[config.mk]
export PLATFORM = sky130hd
export DESIGN_NAME = module_fetch_ctrl
export DESIGN_NICKNAME = d
export VERILOG_FILES = /design/src/rtl/module_fetch_ctrl.sv
export SDC_FILE = /design/constraint.sdc
export NUM_CORES = 1
export LEC_CHECK = 0
export CORE_ASPECT_RATIO = 2
export CORE_MARGIN = 2
export CORE_UTILIZATION = 45
export DETAILED_ROUTE_END_ITERATION = 16
export PLACE_DENSITY_LB_ADDON = 0.3
export SLEW_MARGIN = 10
export SYNTH_ARGS = -nofsm -noshare
export SYNTH_HDL_FRONTEND = slang
export SYNTH_SLANG_ARGS = --single-unit
[constraint.sdc]
create_clock -name clk -period 3.5 [get_ports clk]
set_clock_uncertainty 0.05 [all_clocks]
set_input_delay 0.525 -clock clk [delete_from_list [all_inputs] [get_ports clk]]
set_output_delay 0.525 -clock clk [all_outputs]
set_load 0.01 [all_outputs]
[src/rtl/module_fetch_ctrl.sv]
// module_fetch_ctrl
// Instruction fetch sequencer. Owns the architectural PC, issues word fetches
// to instruction memory over req/ack and presents each fetched word to decode
// over valid/ready. Execute can redirect the PC with a branch or jump. A
// conditional branch is resolved against the zero flag.
//
// Fetch states:
//   S_IDLE  : one cycle after reset, no request outstanding
//   S_FETCH : request for pc outstanding
//   S_DROP  : a redirect arrived while a request was outstanding; wait for
//             the ack, discard the word, then fetch the new pc
//   S_HOLD  : fetched word presented to decode until it is consumed
//
// Every output comes straight from a flop. The next-state logic computes the
// upcoming request and valid flags so that they can be registered.
module module_fetch_ctrl #(
    parameter int unsigned          WORD_SIZE  = 32,
    parameter logic [WORD_SIZE-1:0] RESET_ADDR = '0
) (
    input  logic                 clk,
    input  logic                 reset,
    // instruction memory port
    output logic                 imem_req,
    output logic [WORD_SIZE-1:0] imem_addr,
    input  logic                 imem_ack,
    input  logic [WORD_SIZE-1:0] imem_rdata,
    // decode port
    output logic                 instr_valid,
    output logic [WORD_SIZE-1:0] instr,
    output logic [WORD_SIZE-1:0] instr_pc,
    input  logic                 instr_ready,
    // control transfer from execute
    input  logic                 br_valid,
    input  logic [1:0]           br_type,
    input  logic [WORD_SIZE-1:0] br_target,
    input  logic                 zero_fg,
    // status
    output logic [WORD_SIZE-1:0] pc_out,
    output logic                 redirect,
    output logic [15:0]          taken_count
);

    typedef enum logic [1:0] {
        S_IDLE  = 2'b00,
        S_FETCH = 2'b01,
        S_DROP  = 2'b10,
        S_HOLD  = 2'b11
    } state_e;

    typedef enum logic [1:0] {
        BR_BEQ  = 2'b00,
        BR_BNE  = 2'b01,
        BR_JUMP = 2'b10,
        BR_RSVD = 2'b11
    } br_type_e;

    // The PC always advances by one word. Branch targets are forced to word alignment.
    localparam logic [WORD_SIZE-1:0] PC_STEP    = WORD_SIZE'(4);
    localparam logic [WORD_SIZE-1:0] ALIGN_MASK = ~WORD_SIZE'(3);

    // Registered state
    state_e                 state_q;
    logic [WORD_SIZE-1:0]   pc_q;
    logic [WORD_SIZE-1:0]   addr_q;
    logic                   req_q;
    logic                   valid_q;
    logic [WORD_SIZE-1:0]   instr_q;
    logic [WORD_SIZE-1:0]   instr_pc_q;
    logic                   redirect_q;
    logic [15:0]            count_q;

    // Next-state values
    state_e                 state_d;
    logic [WORD_SIZE-1:0]   pc_d;
    logic [WORD_SIZE-1:0]   addr_d;
    logic                   capture;
    logic                   br_cond;
    logic                   taken;
    logic [WORD_SIZE-1:0]   target_aligned;

    assign target_aligned = br_target & ALIGN_MASK;

    // Resolve the branch condition from br_type and the zero flag.
    always_comb begin
        // NOTE: every signal written here gets a default first. A path that
        // leaves a signal unassigned would infer a latch.
        br_cond = 1'b0;
        case (br_type_e'(br_type))
            BR_BEQ:  br_cond = zero_fg;
            BR_BNE:  br_cond = ~zero_fg;
            BR_JUMP: br_cond = 1'b1;
            BR_RSVD: br_cond = 1'b0;
            default: br_cond = 1'b0;
        endcase
    end

    // A request presented in S_IDLE is ignored. In every other state, a request whose condition holds is taken.
    assign taken = br_valid && br_cond && (state_q != S_IDLE);

    // Compute the next state, the next PC, the fetch address, and the instruction capture.
    always_comb begin
        state_d = state_q;
        pc_d    = pc_q;
        addr_d  = addr_q;
        capture = 1'b0;

        case (state_q)
            S_IDLE: begin
                state_d = S_FETCH;
            end
            S_FETCH: begin
                if (taken) begin
                    // If the word comes back in this same cycle, it is already
                    // dead and the target can be fetched at once. Otherwise the
                    // request must be completed first.
                    state_d = imem_ack ? S_FETCH : S_DROP;
                end else if (imem_ack) begin
                    state_d = S_HOLD;
                    capture = 1'b1;
                end
            end
            S_DROP: begin
                if (imem_ack) begin
                    state_d = S_FETCH;
                end
            end
            S_HOLD: begin
                if (taken || instr_ready) begin
                    state_d = S_FETCH;
                end
            end
            default: begin
                state_d = S_IDLE;
            end
        endcase

        // A taken branch takes priority over consumption. The held word is
        // discarded and the PC does not advance by a word.
        if (taken) begin
            pc_d = target_aligned;
        end else if (state_q == S_HOLD && instr_ready) begin
            pc_d = pc_q + PC_STEP;
        end

        // Each new fetch presents the upcoming PC. While a request is in flight
        // (S_DROP, or S_FETCH waiting), the address stays unchanged.
        if (state_d == S_FETCH) begin
            addr_d = pc_d;
        end
    end

    // Update the state register and the registered handshake outputs.
    always_ff @(posedge clk) begin
        // NOTE: sequential state uses non-blocking assignments, so every flop
        // samples the values from before the edge. Blocking assignments here
        // would make the result depend on statement order.
        if (reset) begin
            state_q <= S_IDLE;
            pc_q    <= RESET_ADDR;
            addr_q  <= RESET_ADDR;
            req_q   <= 1'b0;
            valid_q <= 1'b0;
        end else begin
            state_q <= state_d;
            pc_q    <= pc_d;
            addr_q  <= addr_d;
            req_q   <= (state_d == S_FETCH) || (state_d == S_DROP);
            valid_q <= (state_d == S_HOLD);
        end
    end

    // Capture the returned instruction word and the address it came from.
    always_ff @(posedge clk) begin
        if (reset) begin
            instr_q    <= '0;
            instr_pc_q <= '0;
        end else if (capture) begin
            instr_q    <= imem_rdata;
            instr_pc_q <= pc_q;
        end
    end

    // Generate the redirect pulse and count taken redirects. The count wraps at 16 bits.
    always_ff @(posedge clk) begin
        if (reset) begin
            redirect_q <= 1'b0;
            count_q    <= '0;
        end else begin
            redirect_q <= taken;
            if (taken) begin
                count_q <= count_q + 16'd1;
            end
        end
    end

    assign imem_req    = req_q;
    assign imem_addr   = addr_q;
    assign instr_valid = valid_q;
    assign instr       = instr_q;
    assign instr_pc    = instr_pc_q;
    assign pc_out      = pc_q;
    assign redirect    = redirect_q;
    assign taken_count = count_q;

endmodule

==> impl_results.rst, run 1 <==
.. list-table::
   :header-rows: 1

   * - Metric
     - Value
   * - Startpoint Class
     - primary input
   * - Post-CTS Setup Bufs
     - 0
   * - Unrepaired setup endpoints after global routing
     - no
   * - Internal reg-to-reg setup slack
     - 1.15 ns
   * - Most used DFF post-synth
     - sky130_fd_sc_hd__dfxtp_1
   * - Worst-Skew Late Latency
     - 0.43 ns
   * - Vias in the first global route
     - 5880
   * - Final Net Count
     - 1026
   * - DRT Pass-1 Iters
     - 4
   * - Layout Utilization
     - 66.8%
   * - Die extent in y
     - 171 um
   * - Worst Slack Setup Final
     - 0.492 ns
   * - FP Rows
     - 61
   * - Clk sink count
     - 149
   * - Post-cts resize count
     - 0
   * - Final sum of negative setup slack
     - 0 ns
   * - Fraction of final layout cells sized beyond drive strength 1
     - 6.96%
   * - Top-count cell post-synth
     - sky130_fd_sc_hd__nand2_1
   * - Maximum buffer depth of the clock tree
     - 2
   * - Data required time at the worst endpoint
     - 3.76 ns
   * - Worst Hold Class
     - flop to flop
   * - Static power due to leakage
     - 3.16 nW
   * - Clock edge transition at the registers on the reported setup and hold paths
     - 0.06 ns
   * - Largest net degree at the start of global routing
     - 58
   * - Wirelength, routed
     - 18800 um
   * - Half-perimeter wire length of the detailed placement result
     - 13300 um
   * - Fraction of synthesized cell area taken by the top area cell type
     - 47.3%
   * - Quantity of hold-fixing buffers added after cts
     - 0
   * - DR vias
     - 6056
   * - Maxcap violations
     - 0
   * - Count of routing violations after the opening detailed-route iteration
     - 301
   * - Worst Path Arrival
     - 3.27 ns
   * - Setup-failing EPs final
     - 0
   * - Areal power density over the cells
     - 467 nW/um2
   * - Final critical delay including setup and external delays
     - 3.01 ns
   * - Largest fanout on the critical path
     - 23
   * - Vias per inst
     - 5.26
   * - Total clock buffers created by CTS
     - 17
   * - Overflow after GRT
     - 0
   * - Worst-case headroom to the max-slew limit
     - 59.3%
   * - CTS root buffer
     - sky130_fd_sc_hd__clkbuf_16
   * - Sequential element share of the synthesized area
     - 47.3%
   * - Run status
     - finished clean
   * - Number of warning messages in the yosys log
     - 0
   * - CP Class
     - primary input to flop
   * - Layout overhead on the synthesized area
     - 46.2%
   * - Die area
     - 15000 um2
   * - Area of the core
     - 13800 um2
   * - Kind of end point of the critical path
     - flop
   * - Number of nets with antenna violations after routing
     - 0
   * - Final weighted congestion in routability-driven placement
     - 0.794
   * - Maximum level of the CTS H-tree
     - 4
   * - Number of ports placed on the die boundary
     - 219
   * - Instance count of the mapped netlist
     - 755
   * - Post-Synthesis Mean Instance Area
     - 8.36 um2
   * - Mapped Nets
     - 831
   * - Placement Setup Slack
     - 0.0871 ns
   * - Routed wire per std cell
     - 16.3 um
   * - Library cell occupying the most area in the post-synthesis netlist
     - sky130_fd_sc_hd__dfxtp_1
   * - Most frequent cells after synthesis
     - sky130_fd_sc_hd__nand2_1, sky130_fd_sc_hd__dfxtp_1, sky130_fd_sc_hd__a21oi_1
   * - Synth top area cells
     - sky130_fd_sc_hd__dfxtp_1, sky130_fd_sc_hd__nand2_1, sky130_fd_sc_hd__a21oi_1
   * - Initial antenna violation count
     - 0
   * - Period utilisation layout
     - 85.9%
   * - Wire length of the first global-routing pass
     - 29500 um
   * - Distinct cell type count of the synthesized netlist
     - 59
   * - Final instance count without filler cells
     - 1151
   * - Number of port buffers
     - 216
   * - Final slew viol count
     - 0
   * - Starting Density
     - 45.7%
   * - Combined global-route utilization of all metal layers
     - 25.1%
   * - Max IR drop VDD
     - 382 uV
   * - Area of the mapped netlist
     - 6310 um2
   * - Number of cells after detailed placement
     - 1120
   * - Number of flip-flops and latches in the synthesized netlist
     - 149
   * - Upper clock frequency limit
     - 332 MHz
   * - Post-synth EDFFs
     - 0
   * - Proportion of synthesized flip-flops having asynchronous set or reset
     - 0%
   * - Post-route DRC
     - 0
   * - Diodes inserted
     - 0
   * - Hold violation total from the final report
     - 0
   * - CTS tree
     - built
   * - Worst-margin pin slew
     - 0.611 ns
   * - Width of the die
     - 87.7 um
[metrics by stage]
stage	cell area [um2]	hold WS (ns)	power [mW]
finish	9220	0.401	4.31
global route	9220	0.419	4.47
floorplan	6310	0.431	2.19
CTS	9220	0.405	4.34
detailed placement	8650	0.396	2.56
global placement	8650	0.391	2.55
[layout make-up]
class,instances,area [um2]
Clock buffer,19,443
Clock inverter,12,130
Multi-Input combinational cell,544,3070
Fill cell,1191,4590
Tap cell,189,236
Sequential cell,149,2980
Timing Repair Buffer,232,2340
Inverter,6,22.5
[logic make-up after synthesis]
group / synth area share, %
AOI/OAI and AO/OA: 15.2
and+or+nand+nor: 26.7
muxes: 0.317
DFF: 47.3
xor gates and xnor gates: 5.27
buffers and inverters: 4.40
adders and majority gates: 0.793
[critical path, stage by stage]
cell and delay (ns):
sky130_fd_sc_hd__clkdlybuf4s50_1 0.42, sky130_fd_sc_hd__o21a_1 0.23, sky130_fd_sc_hd__nor3b_1 0.52, sky130_fd_sc_hd__o22ai_1 0.19, sky130_fd_sc_hd__a22o_1 0.30, sky130_fd_sc_hd__inv_1 0.07
sky130_fd_sc_hd__ha_2 0.25, sky130_fd_sc_hd__buf_12 0.18, sky130_fd_sc_hd__nand2b_1 0.20, sky130_fd_sc_hd__o32ai_1 0.38
[sequential cells by signal (all words and copies together) (netlist names)]
register,count
imem_req,1
redirect,1
imem_addr,32
instr_valid,1
taken_count,16
state_q,2
instr,32
pc_out,32
instr_pc,32
[power breakdown]
part | internal, mW | switching, mW
clock network | 1.06 | 0.728
registers | 1.78 | 0.0831
logic | 0.342 | 0.311
[path summary, 6_finish.rpt]
path,depth (start not counted),from,to
worst max-delay path,10,br_type[1],imem_addr[13]
worst min-delay path,2,instr[1],instr[1]
worst max register to register,8,state_q[0],imem_addr[16]
worst min register to register,2,instr[1],instr[1]
[placed cells by master, fill, tap and decap left out, drive strengths merged, types with 3 or more instances in the layout]
master,Yosys,layout
clkdlybuf4s50,0,215
nand2,151,151
dfxtp,149,149
a21oi,78,78
nor2,59,59
nor3,26,26
xnor2,23,23
nor2b,19,19
clkbuf,36,19
nand3,17,17
buf,20,17
xor2,15,15
nand4,15,15
nor4,15,15
o22ai,14,14
a31oi,14,14
nand2b,14,14
a211oi,14,14
o21ai,9,9
nor3b,7,7
inv,6,7
o32ai,6,6
and4,5,5
and3,5,5
clkinvlp,0,5
ha,4,4
clkinv,0,4
o21a,3,3
and2,3,3
a211o,3,3
o211ai,3,3
[metal layers]
metal	up-vias	part of all wire, %	routed length [um]	GRT usage [%]
met2	228	53	9900	45.5
met3	40	6.7	1260	6.14
met1	2790	37	7010	26.2
li1	2998	-	-	-
met5	-	0	0	0
met4	0	3.4	640	12.2
No activity file was read; power rests on OpenSTA's default activity.
==> inputs of run 2 (changes only) <==
--- a/config.mk
+++ b/config.mk
@@ -9,6 +9,7 @@
 export CORE_MARGIN = 2
 export CORE_UTILIZATION = 45
 export DETAILED_ROUTE_END_ITERATION = 16
+export GPL_TIMING_DRIVEN = 0
 export PLACE_DENSITY_LB_ADDON = 0.3
 export SLEW_MARGIN = 10
 export SYNTH_ARGS = -nofsm -noshare
==> run 2 against run 1 <==
Routed wire length increased by 18%. Maximum frequency is 9.6% lower. Via count grew 8.1%. Sequential share of layout area shrank 0.42 points. Sequential power about the same. Non-clock buffer count is 39 higher. Highest routed layer unchanged. Clock power rose by 12%. Combinational power is 4.4% higher. Cell count up 3.4%.
==> impl_results.rst, run 2 (synthesis gave the netlist of run 1 again) <==
.. list-table::
   :header-rows: 1

   * - Metric
     - Value
   * - Final instance count without filler cells
     - 1190 (was 1151)
   * - Hold violation total from the final report
     - 0 (unchanged)
   * - CP startpoint
     - br_type[0] (was br_type[1])
   * - Wire length of the first global-routing pass
     - 32700 um (was 29500 um)
   * - Worst Hold Class
     - flop to flop (unchanged)
   * - Post-CTS Setup Bufs
     - 0 (unchanged)
   * - Final Net Count
     - 1065 (was 1026)
   * - Largest fanout on the critical path
     - 10 (was 23)
   * - Width of the die
     - 87.7 um (unchanged)
   * - Upper clock frequency limit
     - 301 MHz (was 332 MHz)
   * - Areal power density over the cells
     - 487 nW/um2 (was 467 nW/um2)
   * - Clk sink count
     - 149 (unchanged)
   * - Reg-to-reg critical path startpoint
     - state_q[0] (unchanged)
   * - DR vias
     - 6546 (was 6056)
   * - Max IR drop VDD
     - 411 uV (was 382 uV)
   * - Startpoint Class
     - primary input (unchanged)
   * - Static power due to leakage
     - 3.22 nW (was 3.16 nW)
   * - Diodes inserted
     - 0 (unchanged)
   * - Combined global-route utilization of all metal layers
     - 28.6% (was 25.1%)
   * - Final critical delay including setup and external delays
     - 3.33 ns (was 3.01 ns)
   * - Final slew viol count
     - 0 (unchanged)
   * - Number of nets with antenna violations after routing
     - 0 (unchanged)
   * - Kind of end point of the critical path
     - flop (unchanged)
   * - Critical path cell sequence
     - clkdlybuf4s50_1 > nor3_1 > nor3b_2 > o22ai_1 > a22o_1 > inv_1 > ha_1 > clkbuf_2 > nor2b_1 > nand2_1 > clkbuf_1 > o22ai_1 (was clkdlybuf4s50_1 > o21a_1 > nor3b_1 > o22ai_1 > a22o_1 > inv_1 > ha_2 > buf_12 > nand2b_1 > o32ai_1)
   * - Worst-margin pin slew
     - 1.14 ns (was 0.611 ns)
   * - Final sum of negative setup slack
     - 0 ns (unchanged)
   * - Setup-failing EPs final
     - 0 (unchanged)
   * - Post-layout total power
     - 4.55 mW (was 4.31 mW)
   * - FP Rows
     - 61 (unchanged)
   * - Number of cells after detailed placement
     - 1159 (was 1120)
   * - Quantity of hold-fixing buffers added after cts
     - 0 (unchanged)
   * - Die area
     - 15000 um2 (unchanged)
   * - Vias per inst
     - 5.50 (was 5.26)
   * - Final weighted congestion in routability-driven placement
     - 0.931 (was 0.794)
   * - Most frequent standard cell in the layout excluding fill and tap cells
     - sky130_fd_sc_hd__clkdlybuf4s50_1 (unchanged)
   * - Half-perimeter wire length of the detailed placement result
     - 16500 um (was 13300 um)
   * - Routed wire per std cell
     - 18.6 um (was 16.3 um)
   * - Period utilisation layout
     - 95.0% (was 85.9%)
   * - Maxcap violations
     - 0 (unchanged)
   * - Post-route DRC
     - 0 (unchanged)
   * - Die extent in y
     - 171 um (unchanged)
   * - Unrepaired setup endpoints after global routing
     - no (unchanged)
   * - CTS tree
     - built (unchanged)
   * - Maximum buffer depth of the clock tree
     - 2 (unchanged)
   * - Area of the core
     - 13800 um2 (unchanged)
   * - CTS root buffer
     - sky130_fd_sc_hd__clkbuf_16 (unchanged)
   * - Largest net degree at the start of global routing
     - 17 (was 58)
   * - Fraction of final layout cells sized beyond drive strength 1
     - 6.79% (was 6.96%)
   * - Worst-Skew Late Latency
     - 0.43 ns (about the same)
   * - Layout overhead on the synthesized area
     - 48.1% (was 46.2%)
   * - Count of routing violations after the opening detailed-route iteration
     - 436 (was 301)
   * - Source of the worst hold timing path
     - instr[12] (was instr[1])
   * - Worst Path Arrival
     - 3.55 ns (was 3.27 ns)
   * - Most frequent cells in the layout
     - sky130_fd_sc_hd__clkdlybuf4s50_1, sky130_fd_sc_hd__nand2_1, sky130_fd_sc_hd__dfxtp_1 (unchanged)
   * - Vias in the first global route
     - 6342 (was 5880)
   * - Number of ports placed on the die boundary
     - 219 (unchanged)
   * - Initial antenna violation count
     - 0 (unchanged)
   * - Slowest CP cell
     - sky130_fd_sc_hd__clkbuf_1 (was sky130_fd_sc_hd__nor3b_1)
   * - Maximum level of the CTS H-tree
     - 4 (unchanged)
   * - Wirelength, routed
     - 22100 um (was 18800 um)
   * - Starting Density
     - 45.7% (unchanged)
   * - Number of port buffers
     - 215 (was 216)
   * - Data required time at the worst endpoint
     - 3.72 ns (was 3.76 ns)
   * - Placement Setup Slack
     - -0.931 ns (was 0.0871 ns)
   * - DRT Pass-1 Iters
     - 7 (was 4)
   * - CP Class
     - primary input to flop (unchanged)
   * - Highest cell delay on the worst timing path
     - 0.50 ns (was 0.52 ns)
   * - Worst path most repeated cell
     - sky130_fd_sc_hd__o22ai_1
   * - Total clock buffers created by CTS
     - 17 (unchanged)
   * - Run status
     - finished clean (unchanged)
   * - Clock edge transition at the registers on the reported setup and hold paths
     - 0.06 ns (about the same)
   * - Layout Utilization
     - 67.6% (was 66.8%)
   * - Worst Slack Setup Final
     - 0.175 ns (was 0.492 ns)
   * - Worst-case headroom to the max-slew limit
     - 24.0% (was 59.3%)
   * - Overflow after GRT
     - 0 (unchanged)
## run 2: changes by cell type in the layout (fill, tap and decap cells not counted), sizes merged
cell | before | now
clkinvlp | 5 | 2
inv | 7 | 8
bufinv | 2 | 5
clkinv | 4 | 3
clkbuf | 19 | 55
buf | 17 | 20
## run 2: per-layer routing
| metal | share of wire, % | wire length, um | up-vias | GRT usage, % |
|---|---|---|---|---|
| li1 | - | - | 3082 | - |
| met1 | 34 | 7510 | 3067 | 26.9 |
| met2 | 54 | 11800 | 324 | 54.2 |
| met3 | 7.7 | 1710 | 73 | 7.25 |
| met4 | 4.8 | 1060 | 0 | 15.9 |
| met5 | 0 | 0 | - | 0 |
## run 2: power by group
| part | internal, mW | switching, mW | total (mW) |
|---|---|---|---|
| logic | 0.329 | 0.353 | 0.682 |
| registers | 1.78 | 0.0849 | 1.87 |
| clock network | 1.26 | 0.734 | 2.00 |
| total | 3.37 | 1.17 | 4.55 |
## run 2: critical path: cells and delay by family
| kind | cells | cell delay (ns) |
|---|---|---|
| buf+inv | 4 | 1.24 |
| simple gates | 4 | 0.94 |
| compound gates | 3 | 0.60 |
| fa+ha+maj | 1 | 0.24 |
## run 2: path summary, 6_finish.rpt
| check | slack [ns] | end | cells after the start |
|---|---|---|---|
| worst max-delay path | 0.17 | imem_addr[25] | 12 |
| worst min-delay path | 0.40 | instr[12] | 2 |
| worst max register to register | 0.56 | imem_addr[25] | 9 |
| worst min register to register | 0.40 | instr[12] | 2 |
## run 2: through the flow
step                hold WS, ns  cell area (um2)
detailed placement        0.396             8700
global placement          0.391             8700
finish                    0.401             9340
global route              0.416             9340
floorplan                 0.431             6310
CTS                       0.404             9340
## run 2: final cells by class
cell class / count / area, um2
Tap cell: 189 / 236
Buffer: 56 / 262
Clock inverter: 12 / 201
Sequential cell: 149 / 2980
Clock buffer: 19 / 433
Fill cell: 1155 / 4470
Inverter: 6 / 22.5
Timing Repair Buffer: 215 / 2150
Multi-Input combinational cell: 544 / 3050
## run 2: repair_timing
| action | CTS | global route |
|---|---|---|
| endpoints found under the setup margin | 22 | 16 |
| pin swaps | 0 | 0 |
| gates resized for setup | 4 | 3 |
